## config.mk

```make
export PLATFORM = sky130hd
export DESIGN_NAME = alu_writeback_flat
export DESIGN_NICKNAME = d
export VERILOG_FILES = /design/src/rtl/alu_writeback_if.sv /design/src/rtl/alu_writeback.sv /design/src/flat_wrapper.sv
export SDC_FILE = /design/constraint.sdc
export NUM_CORES = 1
export LEC_CHECK = 0
export ABC_AREA = 1
export BUFFER_PORTS_ARGS = -buffer_cell sky130_fd_sc_hd__clkbuf_2
export CAP_MARGIN = 20
export CELL_PAD_IN_SITES_DETAIL_PLACEMENT = 1
export CELL_PAD_IN_SITES_GLOBAL_PLACEMENT = 2
export CORE_UTILIZATION = 38
export DETAILED_ROUTE_END_ITERATION = 6
export PLACE_DENSITY = 0.92
export SYNTH_ARGS = -nofsm -noshare
export SYNTH_HDL_FRONTEND = slang
export SYNTH_SLANG_ARGS = --single-unit
```

## constraint.sdc

```tcl
create_clock -name clk -period 3.9 [get_ports clk]
set_input_delay 1.17 -clock clk [delete_from_list [all_inputs] [get_ports clk]]
set_output_delay 1.17 -clock clk [all_outputs]
set_load 0.005 [all_outputs]
```

## src/rtl/alu_writeback_if.sv

```systemverilog
// Result handshake bundle from the ALU into the writeback stage.
// Source drives payload and valid; the stage answers with ready.
interface alu_writeback_if;
  logic        in_valid;
  logic        in_ready;
  logic [7:0]  opcode;
  logic [3:0]  rdest;
  logic [15:0] c;
  logic [4:0]  flags;

  modport master (
    output in_valid,
    output opcode,
    output rdest,
    output c,
    output flags,
    input  in_ready
  );

  modport slave (
    input  in_valid,
    input  opcode,
    input  rdest,
    input  c,
    input  flags,
    output in_ready
  );
endinterface

```

## src/rtl/alu_writeback.sv

```systemverilog
// ALU writeback stage: in-order result queue committing into a
// 16x16 register file and the 5-bit status register.
module alu_writeback #(
  parameter int DEPTH = 4
) (
  input  logic                       clk,
  input  logic                       rst_n,
  alu_writeback_if.slave             result,
  input  logic                       hold,
  input  logic [3:0]                 rd_addr_a,
  input  logic [3:0]                 rd_addr_b,
  output logic [15:0]                rd_data_a,
  output logic [15:0]                rd_data_b,
  output logic [4:0]                 psr,
  output logic [$clog2(DEPTH+1)-1:0] pending,
  output logic                       wb_valid,
  output logic [3:0]                 wb_addr,
  output logic [15:0]                wb_data,
  output logic                       illegal
);

  localparam int PTR_W = $clog2(DEPTH);
  localparam int CNT_W = $clog2(DEPTH + 1);

  typedef struct packed {
    logic [7:0]  opcode;
    logic [3:0]  rdest;
    logic [15:0] c;
    logic [4:0]  flags;
  } entry_t;

  typedef enum logic [1:0] {
    CL_ARITH,
    CL_CMP,
    CL_LOGIC,
    CL_BAD
  } cls_t;

  entry_t             q [DEPTH];
  logic [PTR_W-1:0]   wr_ptr;
  logic [PTR_W-1:0]   rd_ptr;
  logic [CNT_W-1:0]   count;
  logic [15:0]        rf [16];

  logic   full;
  logic   empty;
  logic   push;
  logic   pop;
  entry_t head;
  cls_t   cls;

  logic [7:0] op;
  logic [3:0] hi;
  logic       is_arith;
  logic       is_cmp;
  logic       is_logic;

  assign full  = (count == CNT_W'(DEPTH));
  assign empty = (count == '0);

  assign result.in_ready = rst_n && !full;

  assign push = result.in_valid && result.in_ready;
  assign pop  = !empty && !hold;

  assign head = q[rd_ptr];
  assign op   = head.opcode;
  assign hi   = op[7:4];

  assign is_arith = (op == 8'h05) || (op == 8'h09)
                 || (hi == 4'h5)  || (hi == 4'h9);

  assign is_cmp = (op == 8'h0B) || (hi == 4'hB);

  assign is_logic = (op == 8'h01) || (op == 8'h02)
                 || (op == 8'h03) || (op == 8'h0D)
                 || (hi == 4'h1)  || (hi == 4'h2)
                 || (hi == 4'h3)  || (hi == 4'hD)
                 || (hi == 4'hF)  || (op == 8'h84)
                 || (op[7:1] == 7'b1000_000);

  assign pending   = count;
  assign rd_data_a = rf[rd_addr_a];
  assign rd_data_b = rf[rd_addr_b];

  // Classify the head entry's opcode into its commit behaviour.
  always_comb begin
    cls = CL_BAD;
    unique case (1'b1)
      is_arith: cls = CL_ARITH;
      is_cmp:   cls = CL_CMP;
      is_logic: cls = CL_LOGIC;
      default:  cls = CL_BAD;
    endcase
  end

  // Queue payload storage; contents are don't-care while empty.
  always_ff @(posedge clk) begin
    if (push) begin
      q[wr_ptr] <= '{
        opcode: result.opcode,
        rdest:  result.rdest,
        c:      result.c,
        flags:  result.flags
      };
    end
  end

  // Queue pointers and occupancy.
  always_ff @(posedge clk or negedge rst_n) begin
    if (!rst_n) begin
      wr_ptr <= '0;
      rd_ptr <= '0;
      count  <= '0;
    end else begin
      if (push)
        wr_ptr <= wr_ptr + PTR_W'(1);
      if (pop)
        rd_ptr <= rd_ptr + PTR_W'(1);
      unique case ({push, pop})
        2'b10:   count <= count + CNT_W'(1);
        2'b01:   count <= count - CNT_W'(1);
        default: count <= count;
      endcase
    end
  end

  // Commit the head into the register file and status register.
  always_ff @(posedge clk or negedge rst_n) begin
    if (!rst_n) begin
      for (int i = 0; i < 16; i++)
        rf[i] <= '0;
      psr      <= '0;
      wb_valid <= 1'b0;
      wb_addr  <= '0;
      wb_data  <= '0;
      illegal  <= 1'b0;
    end else begin
      wb_valid <= 1'b0;
      illegal  <= 1'b0;
      if (pop) begin
        unique case (cls)
          CL_ARITH: begin
            rf[head.rdest] <= head.c;
            psr[4]         <= head.flags[4];
            psr[2]         <= head.flags[2];
            wb_valid       <= 1'b1;
            wb_addr        <= head.rdest;
            wb_data        <= head.c;
          end
          CL_CMP: begin
            psr[3] <= head.flags[3];
            psr[1] <= head.flags[1];
            psr[0] <= head.flags[0];
          end
          CL_LOGIC: begin
            rf[head.rdest] <= head.c;
            wb_valid       <= 1'b1;
            wb_addr        <= head.rdest;
            wb_data        <= head.c;
          end
          default: begin
            illegal <= 1'b1;
          end
        endcase
      end
    end
  end

endmodule

```

## src/flat_wrapper.sv

```systemverilog
// flat-port wrapper written by rule: the top's interface ports become plain ports
module alu_writeback_flat 
#(
  parameter int DEPTH = 4
)
  (clk, rst_n, hold, rd_addr_a, rd_addr_b, rd_data_a, rd_data_b, psr, pending, wb_valid, wb_addr, wb_data, illegal, result_in_valid, result_opcode, result_rdest, result_c, result_flags, result_in_ready);
  alu_writeback_if result_i ();
  input  logic clk;
  input  logic rst_n;
  input  logic hold;
  input  logic [3:0] rd_addr_a;
  input  logic [3:0] rd_addr_b;
  output logic [15:0] rd_data_a;
  output logic [15:0] rd_data_b;
  output logic [4:0] psr;
  output logic [$clog2(DEPTH+1)-1:0] pending;
  output logic wb_valid;
  output logic [3:0] wb_addr;
  output logic [15:0] wb_data;
  output logic illegal;
  input wire logic [$bits(result_i.in_valid)-1:0] result_in_valid;
  input wire logic [$bits(result_i.opcode)-1:0] result_opcode;
  input wire logic [$bits(result_i.rdest)-1:0] result_rdest;
  input wire logic [$bits(result_i.c)-1:0] result_c;
  input wire logic [$bits(result_i.flags)-1:0] result_flags;
  output wire logic [$bits(result_i.in_ready)-1:0] result_in_ready;
  assign result_i.in_valid = result_in_valid;
  assign result_i.opcode = result_opcode;
  assign result_i.rdest = result_rdest;
  assign result_i.c = result_c;
  assign result_i.flags = result_flags;
  assign result_in_ready = result_i.in_ready;
  alu_writeback #(.DEPTH(DEPTH)) u_core (.clk(clk), .rst_n(rst_n), .result(result_i), .hold(hold), .rd_addr_a(rd_addr_a), .rd_addr_b(rd_addr_b), .rd_data_a(rd_data_a), .rd_data_b(rd_data_b), .psr(psr), .pending(pending), .wb_valid(wb_valid), .wb_addr(wb_addr), .wb_data(wb_data), .illegal(illegal));
endmodule
```

# Word level (Yosys, flattened, before mapping)
# Memories as Yosys holds them, arrays and structs flattened.
# Index checks and enable logic that the tools add are counted.
# word_totals
register_bits	290
ram_bits	132
in_bits	45
out_inout_bits	63
wordCells	105
n_memories	1
# op_classes
addsub	4
order_cmp	4
n_eq_ne	22
muxes	17
bitwise	3
n_reduce_logical	29
# mem_list
name	depth	width	rd	rd_clocked_by_memory_dff	write_ports	line	text
u_core.q	4	33	1	0	1	alu_writeback.sv:39	entry_t q [DEPTH];
# ops
cell	n
256-bit bitwise mux	1
16-bit binary-select mux with 4-bit select	2
16-bit 2-to-1 mux	5
16-bit demux with 4-bit select	1
8-bit by 4-bit == test with 1-bit output (second input constant)	3
4-bit == test (second input constant)	4
8-bit by 2-bit == test with 1-bit output (second input constant)	2
5-bit greater-or-equal comparator (second input constant)	3
4-bit NOT with 5-bit output	3
1-bit logical OR	14
4-bit by 2-bit == test with 1-bit output (second input constant)	2
8-bit by 1-bit == test with 1-bit output (second input constant)	1
8-bit by 3-bit == test with 1-bit output (second input constant)	1
8-bit == test (second input constant)	1
7-bit == test (second input constant)	1
1-bit 2-to-1 mux	6
2-bit case mux with 3 select lines	1
3-bit case mux with 2 select lines	1
2-bit AND reduction	3
5-bit by 1-bit less-than comparator with 1-bit output (second input constant)	1
2-bit by 1-bit adder with 2-bit output (second input constant)	2
2-bit by 1-bit == test with 1-bit output (second input constant)	2
2-bit == test (second input constant)	2
4-bit by 1-bit == test with 1-bit output (second input constant)	1
11 further kinds	16

# Longest topological paths before layout
# Gate-level depths: netlist of run 1.
# An unclocked memory read counts as a cell.
# logic_depth
depth_word	17
ltp_mapped	17
mapped_depth_nobuf	14

# Worst setup path before layout of run 1
# OpenSTA, ideal clock, no wires.
# synth_path
kind	in2out
startpoint	input rd_addr_b[0]
endpoint	output rd_data_b[11]
arrival_ns	2.357
required_ns	2.730
slack_ns	0.373
path_stages	6
path_buffers	3
path_cell_list	clkbuf_1 > clkbuf_1 > clkbuf_1 > a21oi_1 > o221ai_1 > o21ai_0
# synth_between
elab_chain_len	4
# synth_lines
item	line	text
start, declared	flat_wrapper.sv:12	input logic [3:0] rd_addr_b;
4-bit NOT with 5-bit output (not written as such)	alu_writeback.sv:84	assign rd_data_b = rf[rd_addr_b];
16-bit binary-select mux with 4-bit select	alu_writeback.sv:84	
16-bit 2-to-1 mux (not written as such) (2 in a row)	alu_writeback.sv:84	
end, declared	flat_wrapper.sv:14	output logic [15:0] rd_data_b;
# No other way between the ends. The select of a mux whose other input is x is not followed.

# Final worst setup path of run 1
# layout_path
startpoint	input rd_addr_a[0]
endpoint	output rd_data_a[15]
# layout_between
elab_chain_len	4
# layout_lines
item	line	text
start, declared	flat_wrapper.sv:11	input logic [3:0] rd_addr_a;
4-bit NOT with 5-bit output (not written as such)	alu_writeback.sv:83	assign rd_data_a = rf[rd_addr_a];
16-bit binary-select mux with 4-bit select	alu_writeback.sv:83	
16-bit 2-to-1 mux (not written as such) (2 in a row)	alu_writeback.sv:83	
end, declared	flat_wrapper.sv:13	output logic [15:0] rd_data_a;
# No other way between the ends. The select of a mux whose other input is x is not followed.

==> reports/metrics.cfg, run 1 <==
[yosys]
synth-main-ff-cell=dfrtp_1
seq_area_frac_synth_pct=49.8
ys_ff_latch=422
syn-num-nets=2734
synth.largest_area_cell=dfrtp_1
synthTopCellsByArea=dfrtp_1 32%, edfxtp_1 18%, nand2_1 14%, nand4_1 7.1%, o21ai_0 5.2%
synth.top_cell.area_share_pct=32.2
ys_top_cells_by_count=822 x nand2_1, 290 x dfrtp_1, 257 x nand4_1
syn_area_per_cell_um2=8.39
synth_cell_types=40
async_flop_share_pct=68.7
syn-cell-area_um2=22500
synth_edf_count=132
yosysWarningCount=0
netlist_instances=2683
yosysMostFrequentCell=nand2_1

[place]
dpl.hpwl_um=53900
dpl_cell_area_um2=24000
gp_congestion=0.908
portBuffers=107

[finish]
fillCellCount=6873
multi_input_area_um2=9520
seqCellArea_um2=11200
area_delta_synth_final_pct=13.8
fin_area_um2=25600
drive_above_1_share_pct=13.5
nets=2763

[critical_path]
end_kind=output port
r2r-start=u_core.rd_ptr[1]
crit_chain=buf_6 -> buf_4 -> o21ai_0 -> a21oi_1 -> o22ai_1 -> o21ai_0 -> buf_4 -> clkbuf_2
slowest_delay_ns=0.30
crit_start=rd_addr_a[0]
cp-start-kind=input port
critPathKind=input port to output port
arrival_ns=2.65
cp_top_family=buffers and inverters
crit_required_ns=2.73
critical_path.slowest_cell=o21ai_0
cp_max_fo=18
crit_buf_inv=4

[die]
initial_core_util_pct=38.7
coreArea_um2=58100
rows=88
ios=108
fp.dieH_um=245
die_area_um2=60200
die_x_um=245

[drt]
ant_nets=0
vias=20800
drtIter0Drc=1706
drc=0
drt_pass1_iterations=5
wl_per_cell_um=24.1
via_per_inst=5.93
wirelength_um=84700

[clocking]
cts_root_buf=clkbuf_16
postCtsSetupBuffers=0
clock_sinks=422
cts_made_buffers=49
cts_tree=done
clk_pin_slew_ns=0.06
cts_buffer_depth=3
htreeDepth=2
clkLatencyLatePin_ns=0.62

[sta]
hold_viol=0
max_freq_mhz=262
maxSlewViolCount=0
rsz0062_at_grt=no
tns_ns=0
skew_ns=0.0188
slew_headroom_pct=24.9
fin_crit_sh_pct=97.9
period_needed_ns=3.82
setup_viol=0
worst_slew_pin_slew_ns=1.13

[job]
maxCapViolCount=0

[pwr]
p_total_mw=21.2
peakVddDrop_uv=549
p_per_area_nw_per_um2=826
power_leakage_nw=11.6

[global_routing]
grt_max_degree=155
grt_overflow_total=0
grt_pass1_vias=21400
grt_pass1_wl_um=129000
antenna_found_initial=3
track_usage_pct=28.0

[hold_path]
min_path_type=flop to flop
min_from=u_core.rf[174]

[run_status]
status=completed

[layout by cell type, fill, tap and decap left out, types with 4 or more instances in the layout]
cell,netlist,layout
o221ai_1,27,27
clkbuf_1,114,15
a21oi_1,196,196
inv_1,147,147
nand2_1,822,822
clkinv_2,0,5
ha_1,5,5
nand4_1,257,257
buf_4,11,80
nand3_4,13,13
clkbuf_16,0,49
nor2_1,43,39
clkbuf_2,0,102
o22ai_2,3,16
a32o_1,5,5
clkbuf_8,0,7
a21oi_2,4,4
nor2_4,14,19
nor2_2,6,5
dfrtp_1,290,289
nor3_1,4,4
buf_12,2,29
nand2_2,9,9
nand3_1,123,123
o211ai_1,68,68
edfxtp_1,132,132
o21ai_0,234,234
nand3_2,4,4
inv_2,6,6
[power by group]
| part | leakage, nW | total, mW | switching (mW) | internal, mW |
|---|---|---|---|---|
| sequential | 5.00 | 6.86 | 0.897 | 5.97 |
| combinational | 5.82 | 9.67 | 7.13 | 2.54 |
| clock | 0.771 | 4.62 | 1.95 | 2.67 |
[logic make-up (layout without fill, tap and decap cells)]
family | count (synthesis) | count (layout) | share of synthesized area, %
buffers and inverters | 392 | 457 | 8.39
flip-flops | 422 | 422 | 49.8
other | 0 | 1 | 0
AO/OA/AOI/OAI | 558 | 558 | 14.3
adder cells (fa/ha/maj) | 6 | 6 | 0.367
XOR/XNOR | 5 | 5 | 0.195
AND/OR/NAND/NOR | 1300 | 1300 | 26.9
[per-stage QoR]
stage	hold WS (ns)	utilization (%)	std cells	setup slack, ns
floorplan	0.442	-	2683	0.373
global placement	0.454	41.3	3426	0.0963
detailed placement	0.458	41.3	3426	0.0375
CTS	0.475	44.0	3513	0.0233
global route	0.488	44.1	3514	0.00574
finish	0.474	44.1	3514	0.0820
[worst paths after layout]
path / cells after the start / slack [ns] / endpoint
setup / recovery: 8 / 0.08 / rd_data_a[15]
setup reg to reg: 13 / 0.71 / u_core.rf[90]
max in group asynchronous: 3 / 1.74 / u_core.rf[199]
hold reg to reg: 2 / 0.47 / u_core.rf[174]
min in group asynchronous: 2 / 0.69 / u_core.pending[2]
hold / removal: 2 / 0.47 / u_core.rf[174]
[state kept, by name (all words and copies together) (netlist names)]
register         cells
u_core.rf          256
u_core.q           132
u_core.wb_data      16
u_core.psr           5
u_core.wb_addr       4
u_core.pending       3
u_core.rd_ptr        2
u_core.wr_ptr        2
u_core.illegal       1
u_core.wb_valid      1
[metal layers]
layer	global-route usage [%]	up-vias	share of wire, %
met2	46.5	712	48
met3	4.86	188	6.9
met1	35.8	10600	41
li1	-	9341	-
met4	12.3	2	4.2
met5	0	-	0.0083
[layout make-up]
cell class,count,share of cell area [%]
Timing Repair Buffer,215,6.80
Sequential cell,422,43.8
Antenna cell,1,0.00977
Tap cell,765,3.74
Clock inverter,16,0.806
Multi-Input combinational cell,1869,37.2
Clock buffer,71,5.38
Inverter,155,2.29
[worst register-to-register path, stage by stage, from the launching register on]
cell	delay (ns)
dfrtp_1	0.42
inv_4	0.43
nand3_1	0.20
nand2_2	0.14
nand2_1	0.10
inv_2	0.08
nand2_1	0.06
nor2_2	0.15
nor2_4	0.06
nand3_4	0.22
buf_12	0.30
buf_4	0.61
nand4_1	0.22
nand2_1	0.13
[timing repair]
| item | 4_1_cts | 5_1_grt |
|---|---|---|
| endpoints found under the setup margin | 0 | 2 |
| resized for setup | 0 | 1 |
| hold buffers | 0 | 0 |
| endpoints found under the hold margin | 0 | 0 |
Note: power is estimated with default switching activity, not from simulation.
==> inputs of run 2 (changes only) <==
- CORE_UTILIZATION: 38 -> 41
- PLACE_DENSITY: 0.92 -> 0.95
- clock period: 3.9 -> 4.5 ns (I/O delays scaled with it)
==> run 2 against run 1 <==
Clock power shrank 11%. Via count up 0.39%. Wire length is essentially flat. Critical path type unchanged. Largest cell class unchanged.
==> reports/metrics.cfg, run 2 (synthesis results as in run 1) <==
[critical_path]
crit_chain=buf_6 -> buf_12 -> buf_4 -> a21oi_1 -> o21ai_0 -> nand2_1 -> o221ai_1 -> nand2_1 -> clkbuf_2  ; was buf_6 -> buf_4 -> o21ai_0 -> a21oi_1 -> o22ai_1 -> o21ai_0 -> buf_4 -> clkbuf_2
reg2reg_to=u_core.rf[24]  ; was u_core.rf[90]
worstRegToRegCells=13  ; unchanged
critPathKind=input port to output port  ; unchanged
cp_max_fo=42  ; was 18
slowest_delay_ns=0.31  ; was 0.30 ns
crit_required_ns=3.15  ; was 2.73 ns
r2r-start=u_core.rd_ptr[0]  ; was u_core.rd_ptr[1]
rrSetupSlack_ns=1.04  ; was 0.71 ns
end_kind=output port  ; unchanged
critical_path.slowest_cell=buf_6  ; was o21ai_0
cp_top_family=buffers and inverters  ; unchanged
cpMostUsedCell=nand2_1
crit_buf_inv=4  ; unchanged
arrival_ns=2.88  ; was 2.65 ns
cp-start-kind=input port  ; unchanged

[job]
maxCapViolCount=0  ; unchanged

[global_routing]
grt_pass1_wl_um=130000  ; was 129,000 um
grt_max_degree=124  ; was 155
antenna_found_initial=1  ; was 3
grt_pass1_vias=21600  ; was 21.4k
grt_overflow_total=0  ; unchanged
track_usage_pct=30.2  ; was 28.0%

[sta]
rsz0062_at_grt=no  ; unchanged
setup_slack_ns=0.272  ; was 0.0820 ns
slew_headroom_pct=21.7  ; was 24.9%
max_freq_mhz=237
worst_slew_pin_slew_ns=1.18  ; was 1.13 ns
maxSlewViolCount=0  ; unchanged
skew_ns=0.0197  ; was 0.0188 ns
tns_ns=0  ; unchanged
fin_crit_sh_pct=94.0
setup_viol=0  ; unchanged
period_needed_ns=4.23
hold_viol=0  ; unchanged

[clocking]
clock_sinks=422  ; unchanged
cts_made_buffers=48  ; was 49
ctsResizeCount=0  ; unchanged
clk_pin_slew_ns=0.06  ; about the same
htreeDepth=2  ; unchanged
cts_root_buf=clkbuf_16  ; unchanged
cts_tree=done  ; unchanged
cts_buffer_depth=3  ; unchanged
postCtsSetupBuffers=0  ; unchanged
clkLatencyLatePin_ns=0.60  ; was 0.62 ns
hold_buffers=0  ; unchanged

[drt]
wl_met2_um=40500  ; was 40,300 um
drt_pass1_iterations=5  ; unchanged
wl_met3_um=5740  ; was 5850 um
drtIter0Drc=1710  ; was 1,706
via_per_inst=6.09  ; was 5.93
wl_per_cell_um=24.6  ; was 24.1 um
drc=0  ; unchanged
wirelength_um=84700  ; about the same
vias=20900  ; was 20.8k
ant_nets=0  ; unchanged
met1Wirelength_um=35000  ; about the same
highest_layer=met5  ; unchanged

[die]
rows=85  ; was 88
ios=108  ; unchanged
initial_core_util_pct=41.7  ; was 38.7%
die_x_um=236  ; was 245 um
fp.dieH_um=236  ; was 245 um
coreArea_um2=54000  ; was 58,100 um^2
die_area_um2=55800  ; was 60,200 um^2

[finish]
multi_input_area_um2=9460  ; was 9520 um^2
nets=2755  ; was 2,763
largest_reg_flops=256  ; unchanged
regMostFlops=u_core.rf  ; unchanged
layout_common_cells=822 x nand2_1, 289 x dfrtp_1, 257 x nand4_1, 234 x o21ai_0, 196 x a21oi_1  ; unchanged
fillCellCount=6394  ; was 6,873
diodes=0  ; was 1
reg_top3=u_core.rf (256), u_core.q (132), u_core.wb_data (16)  ; unchanged
drive_above_1_share_pct=13.2  ; was 13.5%
seqCellArea_um2=11200  ; unchanged
area_delta_synth_final_pct=12.5  ; was 13.8%
mostFrequentLayoutCell=nand2_1  ; unchanged

[pwr]
p_per_area_nw_per_um2=722  ; was 826 nW/um^2
power_leakage_nw=11.5  ; was 11.6 nW
p_total_mw=18.3  ; was 21.2 mW
peakVddDrop_uv=457  ; was 549 uV

[hold_path]
hold_depth=2  ; unchanged
min_path_type=flop to flop  ; unchanged
min_from=u_core.rf[64]  ; was u_core.rf[174]
worstHoldEndpoint=u_core.rf[64]  ; was u_core.rf[174]

[place]
dp_worst_setup_slack_ns=0.353  ; was 0.0375 ns
portBuffers=107  ; unchanged
gp_congestion=0.902  ; was 0.908
dpl.hpwl_um=52300  ; was 53,900 um

[run_status]
status=completed  ; unchanged

[run 2: changes by cell type in the layout (fill, tap and decap cells not counted), moves of 3 or more]
cell / change
bufinv_16: +3
clkbuf_1: -6
o22ai_2: -9
inv_16: -3
buf_4: +3
clkinv_2: +7
buf_12: -11
o22ai_1: +9
[run 2: layer usage]
metal  track usage [%]  vias to the layer above
li1                  -                     9344
met4              12.4                        2
met5                 0                        -
met2              50.0                      843
met1              39.4                    10600
met3              4.94                      188
[run 2: how the worst max path moves through the flow]
| stage | slack, ns | startpoint | cells after the start | to |
|---|---|---|---|---|
| final | 0.27 | rd_addr_a[0] | 9 | rd_data_a[4] |
| after global routing | 0.21 | rd_addr_a[0] | 9 | rd_data_a[4] |
| after detailed placement | 0.35 | rd_addr_a[0] | 9 | rd_data_a[4] |
| after global placement | 0.37 | rd_addr_a[0] | 8 | rd_data_a[2] |
| after CTS | 0.34 | rd_addr_a[0] | 9 | rd_data_a[4] |
| after floorplan | 0.61 | rd_addr_b[0] | 6 | rd_data_b[11] |
[run 2: per-stage QoR]
step / cells / hold WS (ns) / utilization [%] / area (um^2)
final: 3438 / 0.474 / 46.9 / 25300
after global routing: 3438 / 0.497 / 46.9 / 25300
after CTS: 3435 / 0.473 / 46.8 / 25300
after detailed placement: 3347 / 0.458 / 43.8 / 23700
after global placement: 3347 / 0.454 / 43.8 / 23700
after floorplan: 2683 / 0.442 / - / 22500
[run 2: report_power, final]
group	internal, mW	switching [mW]	leakage (nW)
clock	2.42	1.66	0.795
combinational	2.05	6.18	5.71
sequential	5.17	0.796	5.00
total	9.64	8.64	11.5
[run 2: cell type report]
| type | count | share of cell area [%] |
|---|---|---|
| sequential | 422 | 44.3 |
| inverter | 155 | 2.32 |
| multi-input combinational | 1869 | 37.4 |
| clock buffer | 63 | 5.25 |
| clock inverter | 25 | 1.14 |
| timing repair buffer | 208 | 6.17 |
| tap | 696 | 3.44 |
[run 2: worst reg2reg max path: stages, from the launching register on]
cell and delay [ns]:
dfrtp_2 0.39, buf_4 0.48, nand2_1 0.17, nand3_1 0.12, nand2_1 0.13, nor2_2 0.16
nand3_1 0.11, nor2_2 0.14, nor2_4 0.06, nand3_4 0.43, buf_4 0.46, nand3_4 0.44
nand2_1 0.20, nand2_1 0.06
==> inputs of run 3 (changes only) <==
- BUFFER_PORTS_ARGS: -buffer_cell sky130_fd_sc_hd__clkbuf_2 -> -buffer_cell sky130_fd_sc_hd__buf_2
==> run 3 against run 2 <==
Clock skew about the same. Wire length up 0.94%. Via count up 0.76%. Die area unchanged. Sequential cell count unchanged. Setup slack better by 0.011 ns. Hold slack worse by 0.0043 ns. Critical path type unchanged. Critical endpoint is now rd_data_b[5].
==> reports/metrics.cfg, run 3 (synthesis results as in run 1) <==
[sta]
setup_slack_ns=0.283  ; was 0.272 ns
setup_viol=0  ; unchanged
rsz0062_at_grt=no  ; unchanged
worst_slew_pin_slew_ns=1.22  ; was 1.18 ns
tns_ns=0  ; unchanged
slew_headroom_pct=18.9  ; was 21.7%
period_needed_ns=4.22  ; was 4.23 ns
maxSlewViolCount=0  ; unchanged
hold_viol=0  ; unchanged
skew_ns=0.0194  ; was 0.0197 ns
max_freq_mhz=237  ; about the same
fin_crit_sh_pct=93.7  ; was 94.0%

[critical_path]
arrival_ns=2.87  ; was 2.88 ns
crit_start=rd_addr_b[0]  ; was rd_addr_a[0]
cp-start-kind=input port  ; unchanged
endpoint=rd_data_b[5]  ; was rd_data_a[4]
cp_max_fo=60  ; was 42
end_kind=output port  ; unchanged
r2r-start=u_core.rd_ptr[0]  ; unchanged
rrSetupSlack_ns=1.13  ; was 1.04 ns
worstRegToRegCells=13  ; unchanged
crit_required_ns=3.15  ; about the same
reg2reg_to=u_core.rf[207]  ; was u_core.rf[24]
critPathKind=input port to output port  ; unchanged

[die]
die_area_um2=55800  ; unchanged
die_x_um=236  ; unchanged
rows=85  ; unchanged
coreArea_um2=54000  ; unchanged
ios=108  ; unchanged
initial_core_util_pct=41.7  ; unchanged
fp.dieH_um=236  ; unchanged

[clocking]
ctsResizeCount=0  ; unchanged
postCtsSetupBuffers=0  ; unchanged
clock_sinks=422  ; unchanged
cts_made_buffers=48  ; unchanged
cts_buffer_depth=3  ; unchanged
clk_pin_slew_ns=0.06  ; about the same
clkLatencyLatePin_ns=0.62  ; was 0.60 ns
hold_buffers=0  ; unchanged
htreeDepth=2  ; unchanged
cts_root_buf=clkbuf_16  ; unchanged
cts_tree=done  ; unchanged

[global_routing]
grt_max_degree=89  ; was 124
grt_pass1_wl_um=131000  ; was 130,000 um
grtUsageMet3_pct=6.00  ; was 4.94%
gr-usage-met2_pct=49.6  ; was 50.0%
grt_overflow_total=0  ; unchanged
busiest_layer=met2  ; unchanged
grt_pass1_vias=21600  ; about the same
track_usage_pct=30.5  ; was 30.2%
antenna_found_initial=3  ; was 1
met1_usage_pct=39.3  ; was 39.4%

[finish]
reg_top3=u_core.rf (256), u_core.q (132), u_core.wb_data (16)  ; unchanged
fin_util_pct=46.6  ; was 46.9%
largest_reg_flops=256  ; unchanged
nets=2747  ; was 2,755
diodes=0  ; unchanged
mostFrequentLayoutCell=nand2_1  ; unchanged
drive_above_1_share_pct=12.9  ; was 13.2%
regMostFlops=u_core.rf  ; unchanged
layout_common_cells=822 x nand2_1, 289 x dfrtp_1, 257 x nand4_1, 234 x o21ai_0, 196 x a21oi_1  ; unchanged
area_delta_synth_final_pct=11.9  ; was 12.5%

[job]
maxCapViolCount=0  ; unchanged

[hold_path]
min_path_type=flop to flop  ; unchanged

[pwr]
p_total_mw=18.1  ; was 18.3 mW
p_per_area_nw_per_um2=720  ; was 722 nW/um^2
power_leakage_nw=11.4  ; was 11.5 nW
peakVddDrop_uv=506  ; was 457 uV

[place]
dp_worst_setup_slack_ns=0.388  ; was 0.353 ns
gp_congestion=0.868  ; was 0.902
dpl.hpwl_um=52100  ; was 52,300 um
portBuffers=107  ; unchanged

[drt]
ant_nets=0  ; unchanged
wirelength_um=85500  ; was 84,700 um
drt_pass1_iterations=7  ; was 5
via_per_inst=6.16  ; was 6.09
drc=0  ; unchanged
vias=21100  ; was 20.9k
wl_per_cell_um=25.0  ; was 24.6 um
drtIter0Drc=1961  ; was 1,710

[run_status]
status=completed  ; unchanged

run 3: changes by cell type in the layout (fill, tap and decap cells not counted), sizes merged:
cell	before	now
bufinv	6	3
clkinvlp	3	4
buf	106	200
clkinv	14	18
clkbuf	165	57
inv	157	156
run 3: routing by layer:
metal	vias up	share of wire, %
met5	-	0.041
met4	6	4.6
met3	244	7.7
met2	856	47
met1	10700	40
li1	9326	-
run 3: how the worst min path moves through the flow:
stage                   startpoint             end  depth (start not counted)
floorplan             u_core.rf[0]    u_core.rf[0]                          2
global placement    u_core.rf[168]  u_core.rf[168]                          2
detailed placement   u_core.rf[70]   u_core.rf[70]                          2
CTS                  u_core.rf[70]   u_core.rf[70]                          2
global route          u_core.rf[1]    u_core.rf[1]                          2
finish               u_core.rf[70]   u_core.rf[70]                          2
run 3: layout make-up:
type / count / area, um^2
fill: 6362 / 28900
sequential: 422 / 11200
multi-input combinational: 1869 / 9460
timing repair buffer: 200 / 1520
clock buffer: 57 / 1280
tap: 696 / 871
inverter: 155 / 587
clock inverter: 26 / 234
run 3: stage by stage:
| step | hold slack [ns] | cells | cell area (um^2) |
|---|---|---|---|
| 2_1_floorplan | 0.442 | 2683 | 22500 |
| 3_3_place_gp | 0.454 | 3341 | 23600 |
| 3_5_place_dp | 0.458 | 3341 | 23600 |
| 4_1_cts | 0.474 | 3424 | 25100 |
| 5_1_grt | 0.485 | 3425 | 25200 |
| 6_report | 0.470 | 3425 | 25200 |
run 3: where the power goes:
part	switching, mW	internal (mW)
Sequential	0.794	5.17
Clock	1.69	2.21
Combinational	6.18	2.09
run 3: critical path, cell delays in order:
cell and delay, ns:
buf_6 0.27, buf_12 0.29, a21oi_1 0.10, o21ai_0 0.09
nand2_1 0.07, o221ai_1 0.19, nand2_1 0.26, buf_2 0.22
